### config.mk
export PLATFORM = sky130hd
export DESIGN_NAME = mdio_receptor
export DESIGN_NICKNAME = d
export VERILOG_FILES = /design/src/rtl/mdio_receptor_pkg.sv /design/src/rtl/mdc_edge_detect.sv /design/src/rtl/mdio_receptor.sv
export SDC_FILE = /design/constraint.sdc
export NUM_CORES = 1
export LEC_CHECK = 0
export BUFFER_PORTS_ARGS = -buffer_cell sky130_fd_sc_hd__buf_4
export CORE_ASPECT_RATIO = 1.25
export CORE_MARGIN = 2
export CORE_UTILIZATION = 28
export DETAILED_ROUTE_END_ITERATION = 10
export GPL_TIMING_DRIVEN = 0
export PLACE_DENSITY = 0.5
export SYNTH_ARGS = -nofsm -noshare
export SYNTH_HDL_FRONTEND = slang
export SYNTH_SLANG_ARGS = --single-unit
### constraint.sdc
create_clock -name clk -period 2.81 [get_ports clk]
set_clock_uncertainty 0.2 [all_clocks]
set_input_delay 0.562 -clock clk [delete_from_list [all_inputs] [get_ports clk]]
set_output_delay 0.562 -clock clk [all_outputs]
set_load 0.03 [all_outputs]
### src/rtl/mdio_receptor_pkg.sv
// Shared MDIO Clause-22 frame constants and the responder state encoding.
package mdio_receptor_pkg;

    localparam logic [1:0] OP_WR      = 2'b01;
    localparam logic [1:0] OP_RD      = 2'b10;
    localparam logic [1:0] ST         = 2'b01;
    localparam logic [5:0] FRAME_BITS = 6'd32;
    localparam logic [5:0] HDR_BITS   = 6'd14;
    localparam logic [5:0] TA_END     = 6'd16;

    typedef enum logic [2:0] {
        S_IDLE,
        S_START,
        S_HEADER,
        S_WR_TA,
        S_WR_DAT,
        S_RD_TA,
        S_RD_DAT,
        S_SKIP
    } rx_state_t;

endpackage

### src/rtl/mdc_edge_detect.sv
// Single-register MDC edge detector in the clk domain; rise and fall are mutually exclusive.
module mdc_edge_detect (
    input  logic clk,
    input  logic rst,
    input  logic MDC,
    output logic rise,
    output logic fall
);

    logic mdc_q;

    always_ff @(posedge clk) begin
        if (rst) mdc_q <= 1'b0;
        else     mdc_q <= MDC;
    end

    assign rise = MDC & ~mdc_q;
    assign fall = ~MDC & mdc_q;

endmodule

### src/rtl/mdio_receptor.sv
// PHY-side MDIO responder: decodes Clause-22 frames, strobes register writes/reads,
// and serializes read data back to the controller.
module mdio_receptor
    import mdio_receptor_pkg::*;
#(
    parameter logic [4:0] PHY_ADDR = 5'd0
) (
    input  logic        clk,
    input  logic        rst,
    input  logic        MDC,
    input  logic        MDIO_OUT,
    input  logic        MDIO_OE,
    output logic        MDIO_IN,
    output logic        MDIO_IN_OE,
    output logic [4:0]  ADDR,
    output logic [15:0] WR_DATA,
    output logic        WR_STB,
    output logic        RD_STB,
    input  logic [15:0] RD_DATA,
    output logic        FRAME_ERR
);

    logic        rise;
    logic        fall;
    rx_state_t   state;
    logic [5:0]  bit_cnt;
    logic [14:0] rx_shift;
    logic [15:0] rd_shift;
    logic        rd_cap;
    logic [11:0] hdr;
    logic        abort;

    mdc_edge_detect u_edge (
        .clk  (clk),
        .rst  (rst),
        .MDC  (MDC),
        .rise (rise),
        .fall (fall)
    );

    // OP(2) PHYAD(5) REGAD(5), completed by the bit arriving on rise 14
    assign hdr   = {rx_shift[10:0], MDIO_OUT};
    assign abort = !MDIO_OE &&
                   (state == S_START || state == S_HEADER || state == S_WR_TA || state == S_WR_DAT);

    always_ff @(posedge clk) begin
        if (rst) begin
            state      <= S_IDLE;
            bit_cnt    <= '0;
            rx_shift   <= '0;
            rd_shift   <= '0;
            rd_cap     <= 1'b0;
            MDIO_IN    <= 1'b0;
            MDIO_IN_OE <= 1'b0;
            ADDR       <= '0;
            WR_DATA    <= '0;
            WR_STB     <= 1'b0;
            RD_STB     <= 1'b0;
            FRAME_ERR  <= 1'b0;
        end else begin
            WR_STB    <= 1'b0;
            RD_STB    <= 1'b0;
            FRAME_ERR <= 1'b0;
            rd_cap    <= RD_STB;
            if (rd_cap) rd_shift <= RD_DATA;

            if (rise) begin
                rx_shift <= {rx_shift[13:0], MDIO_OUT};
                bit_cnt  <= bit_cnt + 6'd1;
            end

            if (abort) begin
                FRAME_ERR <= 1'b1;
                state     <= S_IDLE;
            end else begin
                case (state)
                    S_IDLE: begin
                        if (rise && MDIO_OE && MDIO_OUT == ST[1]) begin
                            state   <= S_START;
                            bit_cnt <= 6'd1;
                        end
                    end
                    S_START: begin
                        if (rise) begin
                            if (MDIO_OUT == ST[0]) begin
                                state <= S_HEADER;
                            end else begin
                                FRAME_ERR <= 1'b1;
                                state     <= S_IDLE;
                            end
                        end
                    end
                    S_HEADER: begin
                        if (rise && bit_cnt == HDR_BITS - 6'd1) begin
                            ADDR <= hdr[4:0];
                            if (hdr[9:5] != PHY_ADDR) begin
                                state <= S_SKIP;
                            end else if (hdr[11:10] == OP_WR) begin
                                state <= S_WR_TA;
                            end else if (hdr[11:10] == OP_RD) begin
                                state  <= S_RD_TA;
                                RD_STB <= 1'b1;
                            end else begin
                                FRAME_ERR <= 1'b1;
                                state     <= S_SKIP;
                            end
                        end
                    end
                    S_WR_TA: begin
                        if (rise && bit_cnt == TA_END - 6'd1) state <= S_WR_DAT;
                    end
                    S_WR_DAT: begin
                        if (rise && bit_cnt == FRAME_BITS - 6'd1) begin
                            WR_DATA <= {rx_shift, MDIO_OUT};
                            WR_STB  <= 1'b1;
                            state   <= S_IDLE;
                        end
                    end
                    S_RD_TA: begin
                        // Drive only on falls so the controller samples stable data on its rise
                        if (fall && bit_cnt == TA_END - 6'd1) begin
                            MDIO_IN_OE <= 1'b1;
                            MDIO_IN    <= 1'b0;
                        end else if (fall && bit_cnt == TA_END) begin
                            MDIO_IN  <= rd_shift[15];
                            rd_shift <= {rd_shift[14:0], 1'b0};
                            state    <= S_RD_DAT;
                        end
                    end
                    S_RD_DAT: begin
                        if (fall) begin
                            if (bit_cnt == FRAME_BITS) begin
                                MDIO_IN_OE <= 1'b0;
                                MDIO_IN    <= 1'b0;
                                state      <= S_IDLE;
                            end else begin
                                MDIO_IN  <= rd_shift[15];
                                rd_shift <= {rd_shift[14:0], 1'b0};
                            end
                        end
                    end
                    S_SKIP: begin
                        if (rise && bit_cnt == FRAME_BITS - 6'd1) state <= S_IDLE;
                    end
                    default: state <= S_IDLE;
                endcase
            end
        end
    end

endmodule
Word level (Yosys, flattened, before mapping)
Cells that the tools add are included.
{ "word_totals": {"out_inout_bits": 26, "inputBits": 21, "word_cells": 116, "reg_bits": 68} }
{ "classes": {"n_bitwise": 9, "eq_ne": 25, "reduce_logical": 24, "mux": 44, "addsub": 1} }
{ "op_table": {"columns": ["op", "count"], "rows": [
  ["$mux 16", 6],
  ["$mux 3", 11],
  ["$pmux 16 s2", 1],
  ["$mux 6", 4],
  ["$pmux 3 s7", 1],
  ["$mux 1", 16],
  ["$ne 2x2->1 const B", 7],
  ["$eq 3x3->1 const B", 4],
  ["$eq 6x4->1 const B", 2],
  ["$eq 6x5->1 const B", 2],
  ["$reduce_and 9->1", 1],
  ["$logic_and 1x1->1", 8],
  ["$not 1->1", 7],
  ["$add 6x1->6 const B", 1],
  ["$eq 3x2->1 const B", 2],
  ["$eq 6x6->1 const B", 1],
  ["$ne 2x1->1 const B", 3],
  ["$pmux 1 s2", 3],
  ["$reduce_and 3->1", 2],
  ["$reduce_or 6->1", 1],
  ["$reduce_and 5->1", 1],
  ["$reduce_bool 5->1", 1],
  ["$mux 2", 2],
  ["$reduce_and 4->1", 1],
  ["other kinds (11)", 15]
]} }

Longest topological paths before layout
Gate-level depths: netlist (run 1).
{ "logic_depth": {"depth_word": 7, "depth_mapped": 8, "mapped_depth_nobuf": 7} }

Modules after synthesis
Synthesis (run 1) repeated with hierarchy kept, for this count alone.
{ "hier_totals": {"hier_cells": 321, "area_unflattened_um2": 2955.3} }
{ "modules_own_cells": {"columns": ["mod", "seq_area_each_um2", "area_per_inst_um2", "instances", "cells_per_inst"], "rows": [
  ["mdio_receptor", 1341.3, 2916.5, 1, 317],
  ["mdc_edge_detect", 20.0, 38.8, 1, 4]
]} }

Worst setup path before layout (run 1)
No wires, ideal clock.
{ "synth_timing": {"kind": "register -> register", "startpoint": "register bit_cnt[0]", "endpoint": "register state[0]", "t_required_ps": 2538, "slack_ps": 840, "period_less_slack_ps": 1970, "setup_time_ps": 72, "path_buffers": 0, "t_arrival_ps": 1698, "path_stages_with_launch": 8, "cell_sequence": "dfxtp_1 -> inv_1 -> ha_1 -> or3b_4 -> o311ai_2 -> o32ai_1 -> a31oi_4 -> mux2i_1"} }
{ "synth_via": {"elab_chain_len": 4, "word_cells_on_any_way": 17, "classes_between": "11 x eq/ne; 6 x reduce/logical"} }
{ "synth_rtl": {"columns": ["item", "line_no", "rtl"], "rows": [
  ["start: declaration", "mdio_receptor.sv:26", "logic [5:0] bit_cnt;"],
  ["start signal: assignment", "mdio_receptor.sv:69", "bit_cnt <= bit_cnt + 6'd1;"],
  ["$eq 6x5->1 (tied with other cells)", "mdio_receptor.sv:124", "end else if (fall && bit_cnt == TA_END) begin"],
  ["$logic_and 1x1->1 (on tied branches)", null, null],
  ["$ne 2x2->1 (no line) / $ne 2x1->1 (equally long branches)", null, null],
  ["$reduce_and 9->1 (no line) (*)", null, null],
  ["end signal: assignment", "mdio_receptor.sv:127", "state <= S_RD_DAT;"],
  ["end signal: assignment", "mdio_receptor.sv:135", "state <= S_IDLE;"],
  ["end signal: assignment", "mdio_receptor.sv:143", "if (rise && bit_cnt == FRAME_BITS - 6'd1) state <= S_IDLE;"],
  ["end: declaration", "mdio_receptor.sv:25", "rx_state_t state;"]
]} }
Mark *: on every way between the ends. The rest lies on a longest branch, timed or not.
A chain may end at the register's enable or synchronous reset.

Final worst setup path (run 1)
{ "layout_timing": {"startpoint": "register bit_cnt[0]", "endpoint": "register rd_shift[13]"} }
{ "layout_via": {"elab_chain_len": 6, "word_cells_on_any_way": 11, "classes_between": "3 x eq/ne; 6 x mux; 2 x reduce/logical"} }
{ "layout_rtl": {"columns": ["item", "line_no", "rtl"], "rows": [
  ["$eq 6x5->1", "mdio_receptor.sv:124", null],
  ["$logic_and 1x1->1", "mdio_receptor.sv:124", null],
  ["$mux 16", "mdio_receptor.sv:124", null],
  ["$mux 16", "mdio_receptor.sv:121", "if (fall && bit_cnt == TA_END - 6'd1) begin"],
  ["$pmux 16 s2 (*)", "mdio_receptor.sv:76", "case (state)"],
  ["$mux 16 (*)", "mdio_receptor.sv:72", "if (abort) begin"],
  ["end signal: assignment", "mdio_receptor.sv:126", "rd_shift <= {rd_shift[14:0], 1'b0};"],
  ["end signal: assignment", "mdio_receptor.sv:138", "rd_shift <= {rd_shift[14:0], 1'b0};"],
  ["end: declaration", "mdio_receptor.sv:28", "logic [15:0] rd_shift;"]
]} }
Marks and branches as above.

==> results.yml, run 1 <==
outcome:
  status: "complete, no violations"
placed_design:
  gp_congestion: 0.757
  numPortBuffers: 45
  hpwl_mm: 5.17
global_route:
  first_global_vias: 2353
  grt-ovfl-total: 0
  use_met3: 0.0390
  grt_usage: 0.120
  use_met1: 0.147
  antenna_found_initial: 0
  grt_util_met2: 0.197
  grt_pass1_wl_mm: 11.6
  grt_max_degree: 13
  grt_busiest_layer: "met2"
yosys:
  syn_inst: 337
  synthDistinctLibCells: 51
  synth_nets: 364
  synth_area_sq_mm: 0.00313
  synth_seq_cells: 68
  ys.flop_type: "dfxtp_1"
  ys_seq_area_frac: 0.435
  yosys_warnings: 0
  synth_edf_count: 0
  async_flop_share: 0
  avgSynthCellArea_sq_um: 9.29
critical_path:
  ff2ff_path_depth: 8
  arrival_ns: 2.27
  r2r-start: "bit_cnt[0]$_SDFF_PP0_"
  r2r_end: "rd_shift[13]$_SDFF_PP0_"
  start_kind: "register"
  critPathCapture: "rd_shift[13]$_SDFF_PP0_"
  path_class: "register to register"
  r2r_setup_slack_ns: 0.60
  critPathCaptureType: "register"
  crit_required_ns: 2.87
  crit_fanout: 10
  crit_start: "bit_cnt[0]$_SDFF_PP0_"
timing:
  rsz0062_at_grt: "no"
  slew_viol_final: 0
  worstMarginPinSlew_ns: 0.703
  fin_tns_setup_ns: 0
  final.period_utilization: 0.787
  setup_viol: 0
  fin_crit_ns: 2.21
  max_freq_mhz: 452
  hold_viol_final: 0
  slew_headroom: 0.532
floorplan:
  core_area_sq_mm: 0.0110
  start_util: 0.285
  die_w_um: 98.6
  die_area_sq_mm: 0.0120
  die_h_um: 122
  rows: 43
  boundaryPins: 47
clock_tree:
  post_cts_buffers: 0
  htree_levels: 3
  insertion_delay_ns: 0.33
  cts_tree: "done"
  numCtsBuffers: 9
  clock_sinks: 68
  clock_path_buffers: 2
  clkTransAtPathRegs_ns: 0.06
  cts_resized: 0
  ctsRootBufferMaster: "clkbuf_16"
  hold_buffers: 0
routing:
  firstDrtPassIters: 4
  num_vias: 2515
  drt_iter0_drc: 115
  wl_per_cell_um: 13.4
  routed_wl_mm: 7.14
  ant_nets: 0
  vias_per_cell: 4.72
  drc_errors: 0
flow_run:
  maxCapViolations: 0
hold_path:
  hold_class: "register to register"
pwr:
  power.switching_uw: 522
  peakVddDrop_mv: 0.373
  p_leak_nw: 1.48
  combPwrFrac: 0.062
  power_density_mw_per_mm2: 590
  swShare: 0.224
  p_seq_frac: 0.421
  clkPwrFrac: 0.517
  p_int_mw: 1.81
final_layout:
  layout-drive-gt1-share: 0.206
  nets: 420
  fill_cells: 1158
  syn_to_final_growth_pct: 26.3
  final_util: 0.360
  antenna_cells: 0
through the flow:
stage / total power [mW] / hold slack (ns) / area, sq um / setup slack [ns] / instances
3_3_place_gp: 1.15 / 0.237 / 3640 / 0.518 / 517
4_1_cts: 2.36 / 0.256 / 3950 / 0.587 / 533
6_report: 2.33 / 0.253 / 3950 / 0.600 / 533
2_1_floorplan: 1.10 / 0.232 / 3130 / 0.840 / 337
5_1_grt: 2.41 / 0.276 / 3950 / 0.403 / 533
3_5_place_dp: 1.15 / 0.243 / 3640 / 0.519 / 517
placed cells by master, fill, tap and decap left out, types with 3 or more instances in the layout:
cell type	instances
buf_2	4
nor3_1	4
clkbuf_16	9
nand2b_1	5
nor2b_1	7
dfxtp_1	68
o2bb2ai_1	16
inv_1	7
xor2_1	6
mux2i_1	42
nor2_1	35
ha_1	6
o21bai_1	3
a21oi_1	19
nand2_1	49
buf_4	48
clkbuf_1	11
o21ai_0	3
buf_6	3
nand3_1	6
power by group through the flow:
stage	clock network [mW]	registers, mW	logic [mW]
5_1_grt	1.27	0.981	0.159
2_1_floorplan	0	1.00	0.0948
4_1_cts	1.23	0.980	0.148
3_5_place_dp	0	1.00	0.147
6_report	1.20	0.980	0.146
3_3_place_gp	0	1.00	0.147
layout make-up:
type                    instances  area [sq um]  share of cell area
plain buffers                  22           121              0.0307
clock buffers                  10           229              0.0579
clock inverters                 6          88.8              0.0225
flip-flops and latches         68          1360               0.344
repair buffers                 45           338              0.0854
multi-input cells             240          1620               0.410
inverters                       7          26.3             0.00665
well taps                     135           169              0.0427
cells in the mapped netlist (all sizes together), types with 2 or more instances:
master	number	share of area
nand2	49	0.059
nand2b	5	0.010
and3	2	0.0040
buf	12	0.027
clkbuf	10	0.012
o311ai	2	0.0080
o21bai	3	0.0072
or3	2	0.0056
nor2b	7	0.014
nand4b	2	0.0056
o2bb2ai	16	0.045
dfxtp	68	0.44
nand3	6	0.0096
o32ai	2	0.0056
a31oi	2	0.014
nor3b	2	0.0048
ha	6	0.024
nand3b	2	0.0048
or2	2	0.0040
mux2i	42	0.13
a21oi	19	0.030
inv	7	0.0084
nor3	4	0.0064
o21ai	3	0.0048
xor2	6	0.017
nor2	36	0.046
nand4	3	0.0080
sequential cells by signal (all words and copies together), names as in the netlist, 3 cells and up:
signal / flops
rd_shift: 16
bit_cnt: 6
state: 3
rx_shift: 15
WR_DATA: 16
ADDR: 5
worst min path at each step:
stage	from	endpoint	slack [ns]	depth (start not counted)
global placement	rd_shift[2]$_SDFF_PP0_	rd_shift[3]$_SDFF_PP0_	0.24	1
global route	rd_shift[3]$_SDFF_PP0_	rd_shift[4]$_SDFF_PP0_	0.28	1
finish	rd_shift[2]$_SDFF_PP0_	rd_shift[3]$_SDFF_PP0_	0.25	1
floorplan	rd_shift[9]$_SDFF_PP0_	rd_shift[10]$_SDFF_PP0_	0.23	1
CTS	rd_shift[2]$_SDFF_PP0_	rd_shift[3]$_SDFF_PP0_	0.26	1
detailed placement	rd_shift[2]$_SDFF_PP0_	rd_shift[3]$_SDFF_PP0_	0.24	1
per-layer routing:
| metal | vias to the layer above | part of all wire |
|---|---|---|
| li1 | 1288 | - |
| met1 | 1164 | 0.47 |
| met2 | 57 | 0.46 |
| met3 | 6 | 0.056 |
| met4 | 0 | 0.012 |
| met5 | - | 0 |
critical path, cell delays in order (launching register included):
cell       delay [ns]
dfxtp_1          0.36
inv_1            0.07
ha_1             0.15
nor3b_1          0.37
nand2_1          0.13
a22o_1           0.24
a41o_2           0.33
buf_6            0.16
o2bb2ai_1        0.13
kinds of logic after synthesis:
group                    after synthesis  synth area share
multiplexers                          43             0.138
XOR/XNOR                               6            0.0168
adder cells (fa/ha/maj)                6            0.0240
AND/OR/NAND/NOR                      130             0.203
buffers and inverters                 29            0.0472
flip-flops                            68             0.435
AO/OA/AOI/OAI                         55             0.136
No activity file was read; power rests on OpenSTA's default activity.
==> inputs of run 2 (changes only) <==
Settings changed: ABC_AREA from default to 1, PLACE_DENSITY 0.5 to 0.52.
Clock period 2.81 ns to 1.9 ns, I/O delays scaled along.
==> results.yml, run 2 <==
critical_path:
  arrival_ns: 1.90
  crit_fanout: 7
  crit_start: "bit_cnt[1]$_SDFF_PP0_"
  crit_required_ns: 1.95
  start_kind: "register"
  critPathCaptureType: "register"
  path_class: "register to register"
  r2r-start: "bit_cnt[1]$_SDFF_PP0_"
final_layout:
  seqCellArea_sq_mm: 0.00137
  final_common_cell: "nand2_1"
  multi_input_area_sq_mm: 0.00153
  layout_common_cells: "nand2_1, dfxtp_1, buf_4"
  layout-drive-gt1-share: 0.273
  antenna_cells: 0
  nets: 514
  syn_to_final_growth_pct: 34.8
  fill_cells: 1100
  final_cells: 623
  reg_top3: "WR_DATA x16, rd_shift x16, rx_shift x15"
floorplan:
  die_h_um: 121
  rows: 42
  die_w_um: 97.8
  boundaryPins: 47
  die_area_sq_mm: 0.0119
  start_util: 0.289
  core_area_sq_mm: 0.0107
routing:
  num_vias: 2850
  routed_wl_mm: 7.75
  drt_iter0_drc: 91
  drc_errors: 0
  ant_nets: 0
  firstDrtPassIters: 4
  wl_per_cell_um: 12.4
  vias_per_cell: 4.57
timing:
  worstMarginPinSlew_ns: 0.454
  slew_headroom: 0.697
  hold_viol_final: 0
  fin_crit_ns: 1.85
  setup_viol: 0
  rsz0062_at_grt: "yes"
  whs_ns: 0.0711
  slew_viol_final: 0
  final.period_utilization: 0.972
  max_freq_mhz: 542
yosys:
  ys.flop_type: "dfxtp_1"
  avgSynthCellArea_sq_um: 7.42
  synthDominantCellAreaShare: 0.442
  synth_nets: 442
  syn_inst: 415
  synth_seq_cells: 68
  synth_edf_count: 0
  async_flop_share: 0
  ys_top_cells_by_count: "nand2_1, dfxtp_1, nor2_1"
  ys_seq_area_frac: 0.442
  synthDistinctLibCells: 28
  synth_area_sq_mm: 0.00308
  yosys_warnings: 0
  synth_top_cell_by_area: "dfxtp_1"
  synth.top_cells.by_area: "dfxtp_1, nand2_1, nor2_1"
  yosysMostFrequentCell: "nand2_1"
pwr:
  p_total_mw: 3.97
  power_density_mw_per_mm2: 956
  p_leak_nw: 1.84
  peakVddDrop_mv: 0.462
clock_tree:
  cts_tree: "done"
  ctsRootBufferMaster: "clkbuf_16"
  htree_levels: 3
  clkTransAtPathRegs_ns: 0.06
  clock_path_buffers: 2
  clock_sinks: 68
  insertion_delay_ns: 0.33
  numCtsBuffers: 9
flow_run:
  maxCapViolations: 0
hold_path:
  hold_class: "input port to register"
  hold_start: "rst"
placed_design:
  gp_congestion: 0.792
  numPortBuffers: 46
  dp_cells: 593
  hpwl_mm: 5.43
global_route:
  antenna_found_initial: 0
  first_global_vias: 2719
  grt-ovfl-total: 0
  grt_usage: 0.134
  grt_pass1_wl_mm: 12.7
  grt_max_degree: 12
outcome:
  status: "complete, no violations"
## run 2: cell count changes after synthesis, sizes merged, moves of 5 or more
| cell | change |
|---|---|
| a21oi | +19 |
| buf | -7 |
| inv | +47 |
| mux2 | +9 |
| mux2i | -37 |
| nand2 | +27 |
| nand2b | -5 |
| nand3 | +20 |
| nor2 | +24 |
| nor2b | -7 |
| o21ai | +38 |
| o2bb2ai | -16 |
## run 2: worst paths after layout
path | slack (ns) | endpoint | cells past startpoint
setup reg to reg | 0.05 | FRAME_ERR$_SDFF_PP0_ | 9
setup / recovery | 0.05 | FRAME_ERR$_SDFF_PP0_ | 9
hold reg to reg | 0.22 | rd_cap$_SDFF_PP0_ | 2
hold / removal | 0.07 | bit_cnt[0]$_SDFF_PP0_ | 2
## run 2: through the flow
step	util	TNS, ns	setup slack (ns)	instance area, sq um
global placement	0.336	-8.17	-0.432	3590
global route	0.389	-0.171	-0.0674	4150
finish	0.389	0	0.0534	4150
floorplan	-	0	0.189	3080
CTS	0.373	0	0.00122	3980
detailed placement	0.336	-8.20	-0.426	3590
## run 2: timing repair
| action | 4_1_cts | 5_1_grt |
|---|---|---|
| hold buffers | 0 | 0 |
| pin swaps | 3 | 9 |
| setup buffers | 5 | 8 |
| endpoints found under the setup margin | 39 | 40 |
| cloned | 1 | 1 |
| gates resized for setup | 14 | 40 |
## run 2: kinds of logic after synthesis
group | Yosys count | synth area share
and+or+nand+nor | 171 | 0.241
xor gates and xnor gates | 4 | 0.0114
DFF | 68 | 0.442
muxes | 15 | 0.0528
buffers and inverters | 69 | 0.0886
AOI/OAI and AO/OA | 82 | 0.140
adders and majority gates | 6 | 0.0244
## run 2: critical path, cell delays in order, from the launching register on
cell and delay [ns]:
dfxtp_2 0.33, inv_2 0.09, ha_1 0.14, inv_1 0.04
nor2_1 0.11, nand2_2 0.10, nor3_4 0.35, buf_4 0.19
nand3b_1 0.07, a31oi_1 0.16
## run 2: final cells by class
cell class,count,area share
Sequential cell,68,0.330
Buffer,15,0.0241
Clock inverter,4,0.0118
Timing Repair Buffer,61,0.114
Clock buffer,11,0.0609
Inverter,54,0.0500
Tap cell,132,0.0398
Multi-Input combinational cell,278,0.369
## run 2: routing by layer
metal	vias to the layer above	GRT usage	part of all wire
li1	1482	-	-
met1	1275	0.159	0.44
met2	75	0.225	0.48
met3	18	0.0334	0.053
met4	0	0.0677	0.027
met5	-	0	0
## run 2: power breakdown
| group | switching [mW] | internal, mW | total (mW) |
|---|---|---|---|
| Sequential | 0.0684 | 1.49 | 1.56 |
| Combinational | 0.445 | 0.271 | 0.716 |
| Clock | 0.617 | 1.08 | 1.69 |
